**config.mk**
```make
export PLATFORM = sky130hd
export DESIGN_NAME = rggen_axi4lite_apb_bridge
export DESIGN_NICKNAME = d
export VERILOG_FILES = /design/src/rtl/rggen_axi4lite_bridge_pkg.sv /design/src/rtl/rggen_axi4lite_hold_slot.sv /design/src/rtl/rggen_axi4lite_apb_bridge.sv
export SDC_FILE = /design/constraint.sdc
export NUM_CORES = 1
export LEC_CHECK = 0
export BUFFER_PORTS_ARGS = -buffer_cell sky130_fd_sc_hd__buf_2
export CORE_ASPECT_RATIO = 2
export CORE_MARGIN = 1.5
export CORE_UTILIZATION = 30
export CTS_BUF_LIST = sky130_fd_sc_hd__clkbuf_4
export CTS_CLUSTER_SIZE = 30
export DETAILED_ROUTE_END_ITERATION = 16
export SLEW_MARGIN = 30
export SYNTH_ARGS = -nofsm -noshare
export SYNTH_HDL_FRONTEND = slang
export SYNTH_SLANG_ARGS = --single-unit
```
**constraint.sdc**
```tcl
create_clock -name clk -period 4.33 [get_ports clk]
set_input_delay 0.866 -clock clk [delete_from_list [all_inputs] [get_ports clk]]
set_output_delay 0.866 -clock clk [all_outputs]
set_load 0.01 [all_outputs]
```
**src/rtl/rggen_axi4lite_bridge_pkg.sv**
```systemverilog
// Shared types and constants for the AXI4-Lite to APB bridge.
//   bridge_state_e : bridge FSM states (IDLE/SETUP/ACCESS/RESP)
//   grant_kind_e   : kind of request being served (WRITE/READ)
//   OKAY / SLVERR  : AXI response encodings
package rggen_axi4lite_bridge_pkg;

  typedef enum logic [1:0] {
    IDLE,
    SETUP,
    ACCESS,
    RESP
  } bridge_state_e;

  typedef enum logic {
    WRITE,
    READ
  } grant_kind_e;

  localparam logic [1:0] OKAY   = 2'b00;
  localparam logic [1:0] SLVERR = 2'b10;

endpackage

```
**src/rtl/rggen_axi4lite_hold_slot.sv**
```systemverilog
// One-entry hold register for an AXI channel.
// Handshake: the channel transfers when valid && ready at a rising clk edge;
// ready is high exactly while the slot is empty, and the payload is captured
// on that edge. The slot stays full until consume is pulsed.
// Ports:
//   clk, rst_n : clock, synchronous active-low reset
//   valid/ready: upstream handshake, data: upstream payload
//   consume    : empties the slot (only pulsed while full)
//   full, q    : slot occupancy and held payload
module rggen_axi4lite_hold_slot #(
  parameter int WIDTH = 8
) (
  input  logic             clk,
  input  logic             rst_n,
  input  logic             valid,
  output logic             ready,
  input  logic [WIDTH-1:0] data,
  input  logic             consume,
  output logic             full,
  output logic [WIDTH-1:0] q
);

  always_ff @(posedge clk) begin
    if (!rst_n) begin
      full <= 1'b0;
      q    <= '0;
    end else if (consume) begin
      full <= 1'b0;
    end else if (valid && !full) begin
      full <= 1'b1;
      q    <= data;
    end
  end

  assign ready = !full;

endmodule

```
**src/rtl/rggen_axi4lite_apb_bridge.sv**
```systemverilog
// AXI4-Lite slave to APB master bridge.
// AW, W and AR are buffered in one-entry hold slots and serialised into single
// APB transfers, one at a time. When a write (AW+W) and a read (AR) are both
// waiting, the kind not served last wins. B/R responses map pslverr to SLVERR;
// an optional ACCESS-phase timeout aborts a transfer with SLVERR.
// All AXI/APB handshakes follow valid/ready semantics: a beat transfers on the
// rising clk edge where both valid and ready are high; valid holds its payload
// stable until then.
// Ports:
//   clk, rst_n                       : clock, synchronous active-low reset
//   aw*/w*/ar*                       : AXI4-Lite request channels
//   b*/r*                            : AXI4-Lite response channels
//   psel/penable/pwrite/paddr/pwdata/pstrb : APB master request
//   pready/pslverr/prdata            : APB completion
module rggen_axi4lite_apb_bridge
  import rggen_axi4lite_bridge_pkg::*;
#(
  parameter int ADDRESS_WIDTH  = 16,
  parameter int DATA_WIDTH     = 32,  // 32 or 64
  parameter int TIMEOUT_CYCLES = 0    // 0 disables the timeout
) (
  input  logic                      clk,
  input  logic                      rst_n,
  input  logic                      awvalid,
  output logic                      awready,
  input  logic [ADDRESS_WIDTH-1:0]  awaddr,
  input  logic                      wvalid,
  output logic                      wready,
  input  logic [DATA_WIDTH-1:0]     wdata,
  input  logic [DATA_WIDTH/8-1:0]   wstrb,
  output logic                      bvalid,
  input  logic                      bready,
  output logic [1:0]                bresp,
  input  logic                      arvalid,
  output logic                      arready,
  input  logic [ADDRESS_WIDTH-1:0]  araddr,
  output logic                      rvalid,
  input  logic                      rready,
  output logic [DATA_WIDTH-1:0]     rdata,
  output logic [1:0]                rresp,
  output logic                      psel,
  output logic                      penable,
  output logic                      pwrite,
  output logic [ADDRESS_WIDTH-1:0]  paddr,
  output logic [DATA_WIDTH-1:0]     pwdata,
  output logic [DATA_WIDTH/8-1:0]   pstrb,
  input  logic                      pready,
  input  logic                      pslverr,
  input  logic [DATA_WIDTH-1:0]     prdata
);

  localparam int STRB_WIDTH = DATA_WIDTH / 8;
  // The counter only needs to reach TIMEOUT_CYCLES-1: the abort fires on the
  // ACCESS cycle that would have made it TIMEOUT_CYCLES.
  localparam int TW = (TIMEOUT_CYCLES > 1) ? $clog2(TIMEOUT_CYCLES) : 1;
  localparam logic [TW-1:0] TMO_LAST =
    TW'((TIMEOUT_CYCLES > 0) ? TIMEOUT_CYCLES - 1 : 0);

  bridge_state_e                  state;
  bridge_state_e                  state_next;
  grant_kind_e                    kind;       // kind in flight / served last
  logic [1:0]                     resp_q;
  logic [TW-1:0]                  tmo_cnt;

  logic                           aw_full;
  logic [ADDRESS_WIDTH-1:0]       aw_addr_q;
  logic                           w_full;
  logic [STRB_WIDTH+DATA_WIDTH-1:0] w_q;
  logic                           ar_full;
  logic [ADDRESS_WIDTH-1:0]       ar_addr_q;

  logic                           grant_write;
  logic                           grant_read;
  logic                           access_done;
  logic                           access_abort;
  logic                           write_ok;
  logic                           read_ok;

  rggen_axi4lite_hold_slot #(.WIDTH(ADDRESS_WIDTH)) u_aw_slot (
    .clk     (clk),
    .rst_n   (rst_n),
    .valid   (awvalid),
    .ready   (awready),
    .data    (awaddr),
    .consume (grant_write),
    .full    (aw_full),
    .q       (aw_addr_q)
  );

  rggen_axi4lite_hold_slot #(.WIDTH(STRB_WIDTH + DATA_WIDTH)) u_w_slot (
    .clk     (clk),
    .rst_n   (rst_n),
    .valid   (wvalid),
    .ready   (wready),
    .data    ({wstrb, wdata}),
    .consume (grant_write),
    .full    (w_full),
    .q       (w_q)
  );

  rggen_axi4lite_hold_slot #(.WIDTH(ADDRESS_WIDTH)) u_ar_slot (
    .clk     (clk),
    .rst_n   (rst_n),
    .valid   (arvalid),
    .ready   (arready),
    .data    (araddr),
    .consume (grant_read),
    .full    (ar_full),
    .q       (ar_addr_q)
  );

  assign write_ok = aw_full && w_full;
  assign read_ok  = ar_full;

  always_ff @(posedge clk) begin
    if (!rst_n) begin
      state <= IDLE;
    end else begin
      state <= state_next;
    end
  end

  always_comb begin
    state_next   = state;
    grant_write  = 1'b0;
    grant_read   = 1'b0;
    access_done  = 1'b0;
    access_abort = 1'b0;
    case (state)
      IDLE: begin
        if (write_ok && read_ok) begin
          // kind resets to READ so the first tie goes to the write
          if (kind == WRITE) grant_read  = 1'b1;
          else               grant_write = 1'b1;
        end else if (write_ok) begin
          grant_write = 1'b1;
        end else if (read_ok) begin
          grant_read = 1'b1;
        end
        if (grant_write || grant_read) state_next = SETUP;
      end
      SETUP: state_next = ACCESS;
      ACCESS: begin
        if (pready) begin
          access_done = 1'b1;
          state_next  = RESP;
        end else if ((TIMEOUT_CYCLES > 0) && (tmo_cnt == TMO_LAST)) begin
          access_abort = 1'b1;
          state_next   = RESP;
        end
      end
      RESP: begin
        if ((kind == WRITE && bready) || (kind == READ && rready)) begin
          state_next = IDLE;
        end
      end
      default: state_next = IDLE;
    endcase
  end

  // APB request fields are loaded only on a grant, so they stay stable through
  // SETUP/ACCESS even when the slots refill behind them.
  always_ff @(posedge clk) begin
    if (!rst_n) begin
      kind    <= READ;
      pwrite  <= 1'b0;
      paddr   <= '0;
      pwdata  <= '0;
      pstrb   <= '0;
      resp_q  <= OKAY;
      rdata   <= '0;
      tmo_cnt <= '0;
    end else begin
      if (grant_write) begin
        kind    <= WRITE;
        pwrite  <= 1'b1;
        paddr   <= aw_addr_q;
        pwdata  <= w_q[DATA_WIDTH-1:0];
        pstrb   <= w_q[STRB_WIDTH+DATA_WIDTH-1:DATA_WIDTH];
        tmo_cnt <= '0;
      end else if (grant_read) begin
        kind    <= READ;
        pwrite  <= 1'b0;
        paddr   <= ar_addr_q;
        pwdata  <= '0;
        pstrb   <= '0;
        tmo_cnt <= '0;
      end
      if (access_done) begin
        resp_q <= pslverr ? SLVERR : OKAY;
        if (kind == READ) rdata <= prdata;
      end else if (access_abort) begin
        resp_q <= SLVERR;
        rdata  <= '0;
      end else if (state == ACCESS) begin
        tmo_cnt <= tmo_cnt + 1'b1;
      end
    end
  end

  assign psel    = (state == SETUP) || (state == ACCESS);
  assign penable = (state == ACCESS);
  assign bvalid  = (state == RESP) && (kind == WRITE);
  assign rvalid  = (state == RESP) && (kind == READ);
  assign bresp   = resp_q;
  assign rresp   = resp_q;

endmodule

```
### Yosys cells after proc, flatten, opt, wreduce, memory -nomap -nowiden

Cells that the tools add are included.

* output and inout bits: 96
* bits of input ports: 109
* register bits after elaboration: 161
* word-level logic and storage cells: 76

* reduce and logical (&&, ||, !) cells: 24
* muxes and demuxes: 28
* equal/unequal tests: 6
* bitwise logic cells: 4

Operators with widths (count)
* 32-bit 2-to-1 mux: 2
* 16-bit 2-to-1 mux: 2
* 1-bit 2-to-1 mux: 17
* 1-bit logical AND: 9
* 2-bit 2-to-1 mux: 4
* 4-bit 2-to-1 mux: 2
* 2-bit case mux with 4 select lines: 1
* 2-bit AND reduction: 4
* 2-bit equality test, second input constant: 2
* 2-bit inequality test, second input constant: 2
* 1-bit NOT: 4
* 2-bit OR reduction: 2
* 1-bit logical NOT: 3
* 1-bit logical OR: 3
* 3-bit AND reduction: 1
* 2-bit by 1-bit equality test with 1-bit output, second input constant: 1
* 2-bit logical NOT: 1
* 2-bit by 1-bit inequality test with 1-bit output, second input constant: 1
* 2-bit nonzero test: 1

### Logic depth before layout (Yosys ltp)

Gate-level depths: netlist of run 1.

* depth after elaboration: 7
* mapped depth: 8
* mapped depth without buffers: 6

### Hierarchy

From an unflattened synthesis of run 1, not the netlist that was laid out.

* cell total of the unflattened synthesis: 750
* area, all modules: 6404.9 um^2

By module, submodules not included
* rggen_axi4lite_apb_bridge: times used 1, cells each 439, area each 3502.1 um^2, seq. area each 1781.7 um^2
* rggen_axi4lite_hold_slot at u_w_slot: times used 1, cells each 161, area each 1506.4 um^2, seq. area each 740.7 um^2
* rggen_axi4lite_hold_slot at u_ar_slot ...: times used 2, cells each 75, area each 698.2 um^2, seq. area each 340.3 um^2

### Worst setup path after synthesis of run 1

Ideal clock, no wire load.

* path type: input port to flip-flop
* start point: input port rst_n
* end point: register paddr[10]
* cell stages on the path: 5
* setup time: 0.128 ns
* required time: 4.202 ns
* arrival time: 1.728 ns
* buffers on the path: 3
* slack: 2.474 ns
* cells stage by stage: clkbuf_1 inv_1 clkbuf_1 clkbuf_1 nor2_1

RTL lines
* start, declared: line rggen_axi4lite_apb_bridge.sv:23 `input logic rst_n,`
* end signal, assigned: line rggen_axi4lite_apb_bridge.sv:177 `paddr <= aw_addr_q;`
* end signal, assigned: line rggen_axi4lite_apb_bridge.sv:184 `paddr <= ar_addr_q;`
* end, declared: line rggen_axi4lite_apb_bridge.sv:44 `output logic [ADDRESS_WIDTH-1:0] paddr,`

No word-level cell between the ends.

### Final worst setup path of run 1

* start point: register state[1]
* end point: output port psel

* word-level cells in the longest chain between the ends: 2
* elaborated cells on any way between the ends: 3
* classes of those cells: 2 x eq/ne; 1 x reduce/logical

Ends and longest elaborated chain
* start, declared: line rggen_axi4lite_apb_bridge.sv:59 `bridge_state_e state;`
* start signal, assigned: line rggen_axi4lite_apb_bridge.sv:119 `state <= state_next;`
* 2-bit by 1-bit equality test with 1-bit output or 2-bit equality test (tied branches): line rggen_axi4lite_apb_bridge.sv:201 `assign psel = (state == SETUP) || (state == ACCESS);`
* 1-bit logical OR (*): line rggen_axi4lite_apb_bridge.sv:201
* end, declared: line rggen_axi4lite_apb_bridge.sv:41 `output logic psel,`

Mark *: on every way between the ends. The rest lies on a longest branch, timed or not.

==> results.md, run 1 <==
| Parameter | Reported | Unit |
|---|---|---|
| Clock skew after layout | 20.9 | ps |
| Number of buffer and inverter stages on the critical path | 2 | - |
| Total Die Area | 19,500 | um^2 |
| Worst setup slack for register-to-register paths | 2230 | ps |
| Share of flip-flops with an asynchronous set or reset | 0 | % |
| Yosys warning count | 0 | - |
| Placer congestion estimate | 0.828 | - |
| Fraction of layout cells with a size suffix above 1 | 30.0 | % |
| Total Power | 3.29 | mW |
| Total global-route track usage | 16.9 | % |
| Post-route core utilization | 38.7 | % |
| Starting density of the core | 30.6 | % |
| Required time of the critical path | 3460 | ps |
| Gate Count Post-Synth | 635 | - |
| Clk root buf | sky130_fd_sc_hd__clkbuf_4 | - |
| Combined flip-flop and latch cell area | 3200 | um^2 |
| Via count | 4,983 | - |
| Quantity of hold-fixing buffers added after cts | 0 | - |
| Cell count after placement | 1,016 | - |
| Row Count | 70 | - |
| Die X-Extent | 99.4 | um |
| Number of buffers created by CTS | 17 | - |
| Final hold viol count | 0 | - |
| Fin crit share | 54.5 | % |
| Category of cells accounting for the largest share of critical-path delay | flip-flops | - |
| Pin count of the biggest net entering global routing | 90 | - |
| Achievable frequency | 0.424 | GHz |
| Post-CTS setup buffer count | 0 | - |
| Netlist area before placement | 5570 | um^2 |
| Cell breakdown of the critical path | inv_1, ha_1, buf_2 | - |
| Critical Path Sink Type | output pin | - |
| Power Density | 466 | nW/um^2 |
| Number of antenna violations at the first check in global routing | 1 | - |
| Setup repair after global routing missed its margin | false | - |
| Distinct cells, synth | 30 | - |
| Count of final max-slew check failures | 0 | - |
| Kind of path behind the tightest hold check | register to register | - |
| Maximum count of clock buffers along a single path | 2 | - |
| Minimum clock period | 2360 | ps |
| Number of buffers added on ports | 202 | - |
| Slew headroom | 45.0 | % |
| TritonCTS sink count | 160 | - |
| Via-per-instance ratio | 4.75 | - |
| Number of cells in the finished layout apart from fillers | 1,049 | - |
| Count of pins on the block boundary | 205 | - |
| Setup Crit Path Kind | register to output pin | - |
| DRC | 0 | - |
| Library cell occupying the most area in the post-synthesis netlist | sky130_fd_sc_hd__dfxtp_1 | - |
| Area added between synthesis and finish | 26.6 | % |
| Register clock-pin slew on the reported worst setup and hold paths | 140 | ps |
| First-pass GRT wire length | 25.4 | mm |
| Setup violations, final | 0 | - |
| CTS tree | done | - |
| Hold worst-path end | rdata[23] | - |
| Static power due to leakage | 3.15 | nW |
| Worst vdd ir | 0.180 | mV |
| Commonest register cell after synthesis | sky130_fd_sc_hd__dfxtp_1 | - |
| FF-to-FF End | pwdata[30] | - |
| Cell depth of the worst min-delay path | 2 | - |
| Final sum of negative setup slack | 0 | ps |
| CTS-repair resized insts | 0 | - |
| Element type at the critical path start | register | - |
| Final nets | 932 | - |
| Most numerous cell in the Yosys netlist | sky130_fd_sc_hd__nand2_1 | - |
| Routed wire length | 16.4 | mm |
| Startpoint of the most critical register-to-register path | u_w_slot.full | - |
| Footprint of the multi-input gates | 2100 | um^2 |
| Slew at the pin with the worst max-slew slack | 825 | ps |
| Placeable core area | 18,200 | um^2 |
| Clock latency on the worst-skew pair | 560 | ps |
| Dominant cells by area after synthesis | sky130_fd_sc_hd__dfxtp_1 57%, sky130_fd_sc_hd__nand2_1 14%, sky130_fd_sc_hd__a21oi_1 9.2% | - |
| Delay of the slowest critical-path stage | 420 | ps |
| Master of the slowest instance on the critical path | sky130_fd_sc_hd__dfxtp_1 | - |
| Overflow left after global routing | 0 | - |
| Highest net fanout along the worst path | 4 | - |
| Starting DRT DRC Count | 223 | - |
| Vias in the first global route | 4,812 | - |
| Number of inserted filler cells in the final layout | 1,974 | - |
| DR WL/cell | 15.7 | um |
| Reg2reg path depth | 5 | - |
| Syn avg cell area | 8.78 | um^2 |
| Sequential share of the synthesized area | 57.5 | % |
| Synth Register Bits | 160 | - |
| Estimated wirelength of the detail-placed design | 11.5 | mm |
| Deepest level of the CTS H-tree | 4 | - |
| Vert. Die Dim | 196 | um |
| Post-synth top cells | 209 x sky130_fd_sc_hd__nand2_1, 160 x sky130_fd_sc_hd__dfxtp_1, 103 x sky130_fd_sc_hd__a21oi_1 | - |
| Hold path start | rdata[23] | - |
| Arrival time of the worst setup path | 1500 | ps |
| Count of flip-flops with a built-in enable after synthesis | 0 | - |
| Number of antenna-violating nets in the routed design | 0 | - |
| Final setup slack of the worst path | 1970 | ps |
| Worst slack, placed | 1930 | ps |
| Number of max-cap violations | 0 | - |
| Area share of the largest cell type after synthesis | 57.5 | % |
| Detailed-routing iteration count for the pre-antenna-repair pass | 5 | - |
| Outcome | complete, no violations | - |
-- where the power goes --
group | internal, mW | switching (mW) | total (mW)
logic | 0.211 | 0.371 | 0.582
clock network | 0.479 | 0.587 | 1.07
registers | 1.58 | 0.0637 | 1.64
total | 2.27 | 1.02 | 3.29
-- cell type report --
type                            count  area share [%]
Antenna cell                        1          0.0355
Clock buffer                       17            1.81
Clock inverter                     15            3.10
Inverter                            8           0.497
Multi-Input combinational cell    419            29.8
Sequential cell                   160            45.4
Tap cell                          216            3.83
Timing Repair Buffer              213            15.5
-- state kept, by name, indices dropped and copies added (netlist names), 2 cells and up --
register / flops
state: 2
u_w_slot.q: 36
pstrb: 4
paddr: 16
pwdata: 32
u_ar_slot.q: 16
u_aw_slot.q: 16
rdata: 32
-- tightest hold or removal path: cells and delay by family, from the launching register on --
kind            cells  cell delay [ps]
flops               1              330
simple gates        1               50
compound gates      1               50
-- worst max-delay path by stage --
stage                 to  slack, ps  depth (start not counted)  startpoint
2_1_floorplan  paddr[10]       2470                          5       rst_n
3_3_place_gp    rdata[4]       1950                          6      pready
3_5_place_dp   rdata[19]       1930                          6      pready
4_1_cts             psel       1890                          3    state[1]
5_1_grt             psel       1850                          3    state[0]
6_report            psel       1970                          3    state[1]
-- cell usage in the layout (no fill, tap or decap), drive strengths merged, types with 5 or more instances in the layout --
cell type  synthesis  routed
a22o              35      35
clkbuf            27      17
a222oi            15      15
nand3              5       5
a21oi            103     103
buf               22     213
dfxtp            160     160
nor2              23      23
inv                8      17
nand2            209     209
-- layer usage --
layer,share of wire (%),track usage [%]
met1,39,18.5
met2,54,30.5
met4,3.3,8.35
met5,0,0
met3,3.4,3.24
-- cells by family after synthesis --
group | after synthesis | share of synthesized area (%)
multiplexers | 3 | 0.539
AND/OR/NAND/NOR | 250 | 17.6
buffers and inverters | 57 | 5.03
other | 1 | 0.0673
AO/OA/AOI/OAI | 160 | 18.4
adder cells (fa/ha/maj) | 4 | 0.898
flip-flops | 160 | 57.5
-- through the flow --
stage | hold slack, ps | area (um^2)
finish | 460 | 7060
global route | 457 | 7060
CTS | 449 | 7050
detailed placement | 445 | 6700
global placement | 439 | 6700
floorplan | 436 | 5580
No activity file was read; power rests on OpenSTA's default activity.
==> run 2, diff against run 1 <==
- ABC_AREA: unset -> 1
- clock period: 4.33 -> 2.4 ns (I/O delays scaled with it)
==> results.md, run 2 <==
| Parameter | Reported | Unit | vs previous |
|---|---|---|---|
| Element type at the critical path start | register | - |  |
| Register clock-pin slew on the reported worst setup and hold paths | 130 | ps | about the same |
| Clock group share of total power | 29.2 | % | -3.2 points |
| Slew at the pin with the worst max-slew slack | 541 | ps | -285 ps |
| Startpoint of the most critical register-to-register path | state[0] | - |  |
| Static power due to leakage | 3.43 | nW | +8.9% |
| Max FFs per register | 36 | - | unchanged |
| Top flop regs | u_w_slot.q: 36 flops, pwdata: 32 flops, rdata: 32 flops | - |  |
| First-pass GRT wire length | 27.4 | mm | +8.2% |
| Footprint of the multi-input gates | 2500 | um^2 | +19% |
| Deepest level of the CTS H-tree | 4 | - | unchanged |
| Netlist area before placement | 6170 | um^2 | +11% |
| Distinct cells, synth | 26 | - | -13% |
| Setup repair after global routing missed its margin | false | - |  |
| Summed area of non-filler cells in the final layout | 7640 | um^2 | +8.2% |
| Fraction of layout cells with a size suffix above 1 | 26.0 | % | -4.0 points |
| Setup Crit Path Kind | register to output pin | - |  |
| Worst vdd ir | 0.334 | mV | +85% |
| Starting DRT DRC Count | 233 | - | +4.5% |
| Commonest non-fill, non-tap cell in the layout | sky130_fd_sc_hd__buf_2 | - |  |
| Syn avg cell area | 7.76 | um^2 | -12% |
| Total Die Area | 21,500 | um^2 | +10% |
| Number of inserted filler cells in the final layout | 2,208 | - | +12% |
| Dominant cells by area after synthesis | sky130_fd_sc_hd__dfxtp_1 52%, sky130_fd_sc_hd__nand3_1 9.5%, sky130_fd_sc_hd__nor2_1 9.0% | - |  |
| CTS tree | done | - |  |
| Pin count of the biggest net entering global routing | 53 | - | -41% |
| Critical Path Sink Type | output pin | - |  |
| Number of max-cap violations | 0 | - | unchanged |
| Required time of the critical path | 1920 | ps | -1540 ps |
| Die X-Extent | 104 | um | +5.0% |
| Placer congestion estimate | 0.786 | - | -5.1% |
| Layer carrying the most global-route usage | met2 | - |  |
| TritonCTS sink count | 160 | - | unchanged |
| Final sum of negative setup slack | 0 | ps | unchanged |
| Total global-route track usage | 16.2 | % | -0.71 points |
| Highest net fanout along the worst path | 36 | - | +32 |
| Critical path origin | kind | - |  |
| Count of final max-slew check failures | 0 | - | unchanged |
| Met2 Usage GRT | 31.4 | % | +0.85 points |
| Combined flip-flop and latch cell area | 3200 | um^2 | unchanged |
| FF-to-FF End | pstrb[1] | - |  |
| Vias in the first global route | 5,514 | - | +15% |
| Fin crit share | 90.8 | % |  |
| Count of pins on the block boundary | 205 | - | unchanged |
| Starting density of the core | 30.4 | % | -0.18 points |
| Number of buffers created by CTS | 17 | - | unchanged |
| Row Count | 74 | - | +5.7% |
| Number of buffers added on ports | 202 | - | unchanged |
| Most numerous cell in the Yosys netlist | sky130_fd_sc_hd__dfxtp_1 | - |  |
| Library cell occupying the most area in the post-synthesis netlist | sky130_fd_sc_hd__dfxtp_1 | - |  |
| Power Density | 787 | nW/um^2 | +69% |
| Quantity of hold-fixing buffers added after cts | 0 | - | unchanged |
| Worst setup slack for register-to-register paths | 490 | ps | -1740 ps |
| Register with the highest flop count | u_w_slot.q | - |  |
| Share of power burned in combinational logic | 20.4 | % | +2.7 points |
| Sequential share of the synthesized area | 51.9 | % | -5.5 points |
| DR WL/cell | 13.9 | um | -11% |
| Post-synth top cells | 160 x sky130_fd_sc_hd__dfxtp_1, 148 x sky130_fd_sc_hd__nor2_1, 117 x sky130_fd_sc_hd__nand3_1 | - |  |
| Setup violations, final | 0 | - | unchanged |
| Clk root buf | sky130_fd_sc_hd__clkbuf_4 | - |  |
| Seq pwr share | 50.4 | % | +0.5 points |
| Area added between synthesis and finish | 23.8 | % |  |
| Placeable core area | 20,300 | um^2 | +11% |
| Area share of the largest cell type after synthesis | 51.9 | % | -5.5 points |
| Top library cells by usage in the layout, fill and taps aside | 201 x sky130_fd_sc_hd__buf_2, 160 x sky130_fd_sc_hd__dfxtp_1, 147 x sky130_fd_sc_hd__nor2_1 | - |  |
| Synth Register Bits | 160 | - | unchanged |
| Timing endpoint of the critical path | rvalid | - |  |
| Maximum count of clock buffers along a single path | 2 | - | unchanged |
| Outcome | complete, no violations | - |  |
| Slew headroom | 63.9 | % | +19 points |
| Routed wire length | 17.4 | mm | +6.1% |
| Final setup slack of the worst path | 220 | ps | -1750 ps |
| Arrival time of the worst setup path | 1700 | ps | +200 ps |
| Overflow left after global routing | 0 | - | unchanged |
| Gate Count Post-Synth | 795 | - | +25% |
| Commonest register cell after synthesis | sky130_fd_sc_hd__dfxtp_1 | - |  |
| Final hold viol count | 0 | - | unchanged |
| Area after DPL | 7320 | um^2 | +9.3% |
| Internal power of the cells | 4.17 | mW | +84% |
| Estimated wirelength of the detail-placed design | 12.5 | mm | +8.4% |
| Yosys warning count | 0 | - | unchanged |
| Reg2reg path depth | 7 | - | +2 |
| Clock latency on the worst-skew pair | 540 | ps | -20 ps |
| Worst slack, placed | 470 | ps | -1460 ps |
| Switching part of the total power | 30.5 | % | -0.54 points |
| Detailed-routing iteration count for the pre-antenna-repair pass | 4 | - | -1 |
| Vert. Die Dim | 206 | um | +5.1% |
| Final nets | 1,088 | - | +17% |
| Total net switching power | 1.83 | mW | +79% |
| Via count | 5,820 | - | +17% |
| Count of flip-flops with a built-in enable after synthesis | 0 | - | unchanged |
| Minimum clock period | 2180 | ps |  |
| Share of flip-flops with an asynchronous set or reset | 0 | % | unchanged |
| Via-per-instance ratio | 4.64 | - | -2.3% |
| DRC | 0 | - | unchanged |
| Achievable frequency | 0.459 | GHz |  |
| Clock skew after layout | 17.4 | ps | -3.52 ps |
| Kind of path behind the tightest hold check | input port to register | - |  |
| Number of antenna-violating nets in the routed design | 0 | - | unchanged |
| CTS-repair resized insts | 0 | - | unchanged |
| Number of antenna violations at the first check in global routing | 2 | - | +1 |
| Post-CTS setup buffer count | 0 | - | unchanged |
| Met1 usage in global routing | 16.3 | % | -2.2 points |
| GRT met3 Usage | 3.29 | % | +0.052 points |
| Total Power | 6.01 | mW | +83% |
[run 2: cell count changes after synthesis, moves of 6 or more]
cell,change
sky130_fd_sc_hd__a222oi_1,-15
sky130_fd_sc_hd__nor2_1,+125
sky130_fd_sc_hd__nand3_1,+112
sky130_fd_sc_hd__o21ai_1,+21
sky130_fd_sc_hd__buf_6,+6
sky130_fd_sc_hd__a22o_1,-35
sky130_fd_sc_hd__clkbuf_1,-12
sky130_fd_sc_hd__o21ai_0,+80
sky130_fd_sc_hd__buf_2,+14
sky130_fd_sc_hd__nand2_1,-105
sky130_fd_sc_hd__inv_1,+22
sky130_fd_sc_hd__a21oi_1,-52
[run 2: layout make-up]
cell class / instances / area share (%)
Timing Repair Buffer: 218 / 15.2
Inverter: 35 / 1.72
Clock buffer: 19 / 1.87
Multi-Input combinational cell: 543 / 32.7
Sequential cell: 160 / 41.9
Tap cell: 266 / 4.36
Antenna cell: 1 / 0.0328
Clock inverter: 12 / 2.18
[run 2: kinds of logic after synthesis]
| group | Yosys count | share of synthesized area, % |
|---|---|---|
| adders and majority gates | 4 | 0.812 |
| and+or+nand+nor | 381 | 26.7 |
| AOI/OAI and AO/OA | 156 | 12.7 |
| DFF | 160 | 51.9 |
| buffers and inverters | 93 | 7.73 |
| other | 1 | 0.0608 |
[run 2: routing by layer]
metal	up-vias	part of all wire (%)
met2	149	55
met5	-	0.080
met1	2681	38
met4	2	3.0
li1	2960	-
met3	28	4.1
[run 2: worst max-delay path, stage by stage, from the launching register on]
cell                      delay, ps
sky130_fd_sc_hd__dfxtp_1        450
sky130_fd_sc_hd__buf_4          390
sky130_fd_sc_hd__nand2_1         90
sky130_fd_sc_hd__inv_1           80
sky130_fd_sc_hd__buf_2          140
[run 2: worst min path at each step]
stage	from	end	slack, ps	cells past startpoint
floorplan	u_w_slot.q[31]	u_w_slot.q[31]	430	2
global placement	rdata[29]	rdata[29]	450	2
detailed placement	rdata[17]	rdata[17]	450	2
CTS	wdata[15]	u_w_slot.q[15]	90	3
global route	wstrb[3]	u_w_slot.q[35]	120	3
finish	wdata[15]	u_w_slot.q[15]	160	3
[run 2: power groups by stage]
stage / Sequential, mW / Combinational, mW / Clock, mW
floorplan: 3.12 / 0.785 / 0
global placement: 3.08 / 1.23 / 0
detailed placement: 3.09 / 1.25 / 0
CTS: 3.03 / 1.25 / 1.83
global route: 3.06 / 1.39 / 1.93
finish: 3.03 / 1.22 / 1.76
[run 2: metrics by stage]
stage / hold WS (ps) / util (%) / std cells
6_report: 157 / 37.7 / 1254
5_1_grt: 119 / 37.7 / 1254
4_1_cts: 94.6 / 37.6 / 1253
3_5_place_dp: 449 / 36.1 / 1222
3_3_place_gp: 445 / 36.1 / 1222
2_1_floorplan: 430 / - / 796
==> run 3, diff against run 2 <==
- CORE_MARGIN: 1.5 -> unset
==> results.md, run 3 (same netlist as run 2, synthesis figures left out) <==
| Parameter | Reported | Unit | vs previous |
|---|---|---|---|
| Minimum clock period | 1980 | ps | -197 ps |
| Logic depth of the worst path, buffers included | 3 | - | -1 |
| Quantity of hold-fixing buffers added after cts | 0 | - | unchanged |
| Number of antenna violations at the first check in global routing | 2 | - | unchanged |
| DR WL/cell | 14.0 | um | +0.60% |
| Starting DRT DRC Count | 183 | - | -21% |
| Static power due to leakage | 3.42 | nW | about the same |
| Count of pins on the block boundary | 205 | - | unchanged |
| Placeable core area | 20,000 | um^2 | -1.4% |
| Number of cells in the finished layout apart from fillers | 1,253 | - | -0.080% |
| Startpoint of the most critical register-to-register path | state[0] | - |  |
| Kind of path behind the tightest hold check | input port to register | - |  |
| FF-to-FF End | pwdata[31] | - |  |
| Outcome | complete, no violations | - |  |
| CTS tree | done | - |  |
| Routed wire length | 17.5 | mm | +0.52% |
| Achievable frequency | 0.504 | GHz | +10% |
| Element type at the critical path start | register | - |  |
| Register clock-pin slew on the reported worst setup and hold paths | 130 | ps | about the same |
| Total global-route track usage | 16.6 | % | +0.45 points |
| Arrival time of the worst setup path | 1500 | ps | -200 ps |
| Overflow left after global routing | 0 | - | unchanged |
| Area added between synthesis and finish | 23.3 | % |  |
| Max FFs per register | 36 | - | unchanged |
| Fin crit share | 82.6 | % | -8.2 points |
| Final hold viol count | 0 | - | unchanged |
| Power Density | 777 | nW/um^2 | -1.2% |
| Required time of the critical path | 1920 | ps | about the same |
| Worst vdd ir | 0.269 | mV | -19% |
| Slew at the pin with the worst max-slew slack | 572 | ps | +31.6 ps |
| Starting density of the core | 30.8 | % | +0.42 points |
| Vert. Die Dim | 205 | um | -0.49% |
| Post-CTS setup buffer count | 0 | - | unchanged |
| Pin count of the biggest net entering global routing | 57 | - | +7.5% |
| Category of cells accounting for the largest share of critical-path delay | flip-flops | - |  |
| Clock latency on the worst-skew pair | 540 | ps | about the same |
| Cell depth of the worst min-delay path | 3 | - | unchanged |
| Clock skew after layout | 13.8 | ps | -3.60 ps |
| Maximum count of clock buffers along a single path | 2 | - | unchanged |
| Highest net fanout along the worst path | 4 | - | -89% |
| Final sum of negative setup slack | 0 | ps | unchanged |
| First-pass GRT wire length | 26.3 | mm | -3.9% |
| Deepest level of the CTS H-tree | 4 | - | unchanged |
| Detailed-routing iteration count for the pre-antenna-repair pass | 4 | - | unchanged |
| Slew headroom | 61.8 | % | -2.1 points |
| Total Die Area | 21,200 | um^2 | -1.4% |
| Setup repair after global routing missed its margin | false | - |  |
| Delay of the slowest critical-path stage | 410 | ps | -40 ps |
| Hold worst-path end | u_w_slot.q[15] | - |  |
| Clk root buf | sky130_fd_sc_hd__clkbuf_4 | - |  |
| Die X-Extent | 103 | um | -0.96% |
| Via count | 5,742 | - | -1.3% |
| Estimated wirelength of the detail-placed design | 12.9 | mm | +3.0% |
| Reg2reg path depth | 7 | - | unchanged |
| Number of max-cap violations | 0 | - | unchanged |
| Top library cells by usage in the layout, fill and taps aside | 201 x sky130_fd_sc_hd__buf_2, 160 x sky130_fd_sc_hd__dfxtp_1, 147 x sky130_fd_sc_hd__nor2_1 | - |  |
| Critical Path Sink Type | output pin | - |  |
| Cell breakdown of the critical path | inv_1, ha_1, buf_2 | - |  |
| Number of buffer and inverter stages on the critical path | 2 | - | -1 |
| Setup Crit Path Kind | register to output pin | - |  |
| Commonest non-fill, non-tap cell in the layout | sky130_fd_sc_hd__buf_2 | - |  |
| TritonCTS sink count | 160 | - | unchanged |
| Register with the highest flop count | u_w_slot.q | - |  |
| Row Count | 73 | - | -1.4% |
| Final nets | 1,091 | - | +0.28% |
| Count of final max-slew check failures | 0 | - | unchanged |
| Number of buffers created by CTS | 17 | - | unchanged |
| Cell count after placement | 1,221 | - | -0.082% |
| Number of antenna-violating nets in the routed design | 0 | - | unchanged |
| Vias in the first global route | 5,317 | - | -3.6% |
| DRC | 0 | - | unchanged |
| Fraction of layout cells with a size suffix above 1 | 26.5 | % | +0.43 points |
| Worst setup slack for register-to-register paths | 470 | ps | -20 ps |
| Number of buffers added on ports | 202 | - | unchanged |
| Top flop regs | u_w_slot.q: 36 flops, pwdata: 32 flops, rdata: 32 flops | - |  |
| Via-per-instance ratio | 4.58 | - | -1.3% |
| CTS-repair resized insts | 0 | - | unchanged |
| Placer congestion estimate | 0.769 | - | -2.2% |
| Hold path start | wdata[15] | - |  |
| Setup violations, final | 0 | - | unchanged |
| Master of the slowest instance on the critical path | sky130_fd_sc_hd__dfxtp_1 | - |  |
-- run 3: changes by cell type in the layout (fill, tap and decap cells not counted), sizes merged --
cell      change
clkinvlp      +1
buf           +3
bufinv        -1
-- run 3: stage by stage --
stage	total power [mW]	instance area [um^2]	hold slack, ps	util (%)	worst slack, ps
finish	5.91	7600	165	38.0	417
global route	6.27	7600	124	38.0	249
CTS	6.00	7600	112	38.0	362
detailed placement	4.33	7320	448	36.6	454
global placement	4.32	7320	445	36.6	500
floorplan	3.90	6170	430	-	922
-- run 3: worst max-delay path by stage --
stage	slack, ps	from	end
after global routing	250	state[0]	pstrb[2]
after global placement	500	state[0]	pwdata[31]
final	420	state[1]	psel
after detailed placement	450	state[0]	pwdata[31]
after CTS	360	state[1]	psel
after floorplan	920	state[0]	kind
-- run 3: final cells by class --
type                       instances  area, um^2
antenna                            1        2.50
timing repair buffer             221        1160
fill                            2226       12400
multi-input combinational        543        2500
clock buffer                      19         143
clock inverter                    12         143
inverter                          35         131
sequential                       160        3200
tap                              262         328
-- run 3: report_power, final --
part	internal, mW	switching [mW]
logic	0.443	0.776
clock network	0.730	0.932
registers	2.90	0.133
-- run 3: tightest hold or removal path: cells and delay by family --
family / cells / cell delay, ps
simple gates: 1 / 70
compound gates: 1 / 60
buf+inv: 1 / 80
-- run 3: routing by layer --
metal  GRT usage (%)  share of wire (%)  vias to the layer above
li1                -                  -                     2964
met1            16.4                 37                     2615
met2            32.1                 56                      135
met3            3.07                3.9                       26
met4            7.70                2.6                        2
met5               0              0.051                        -
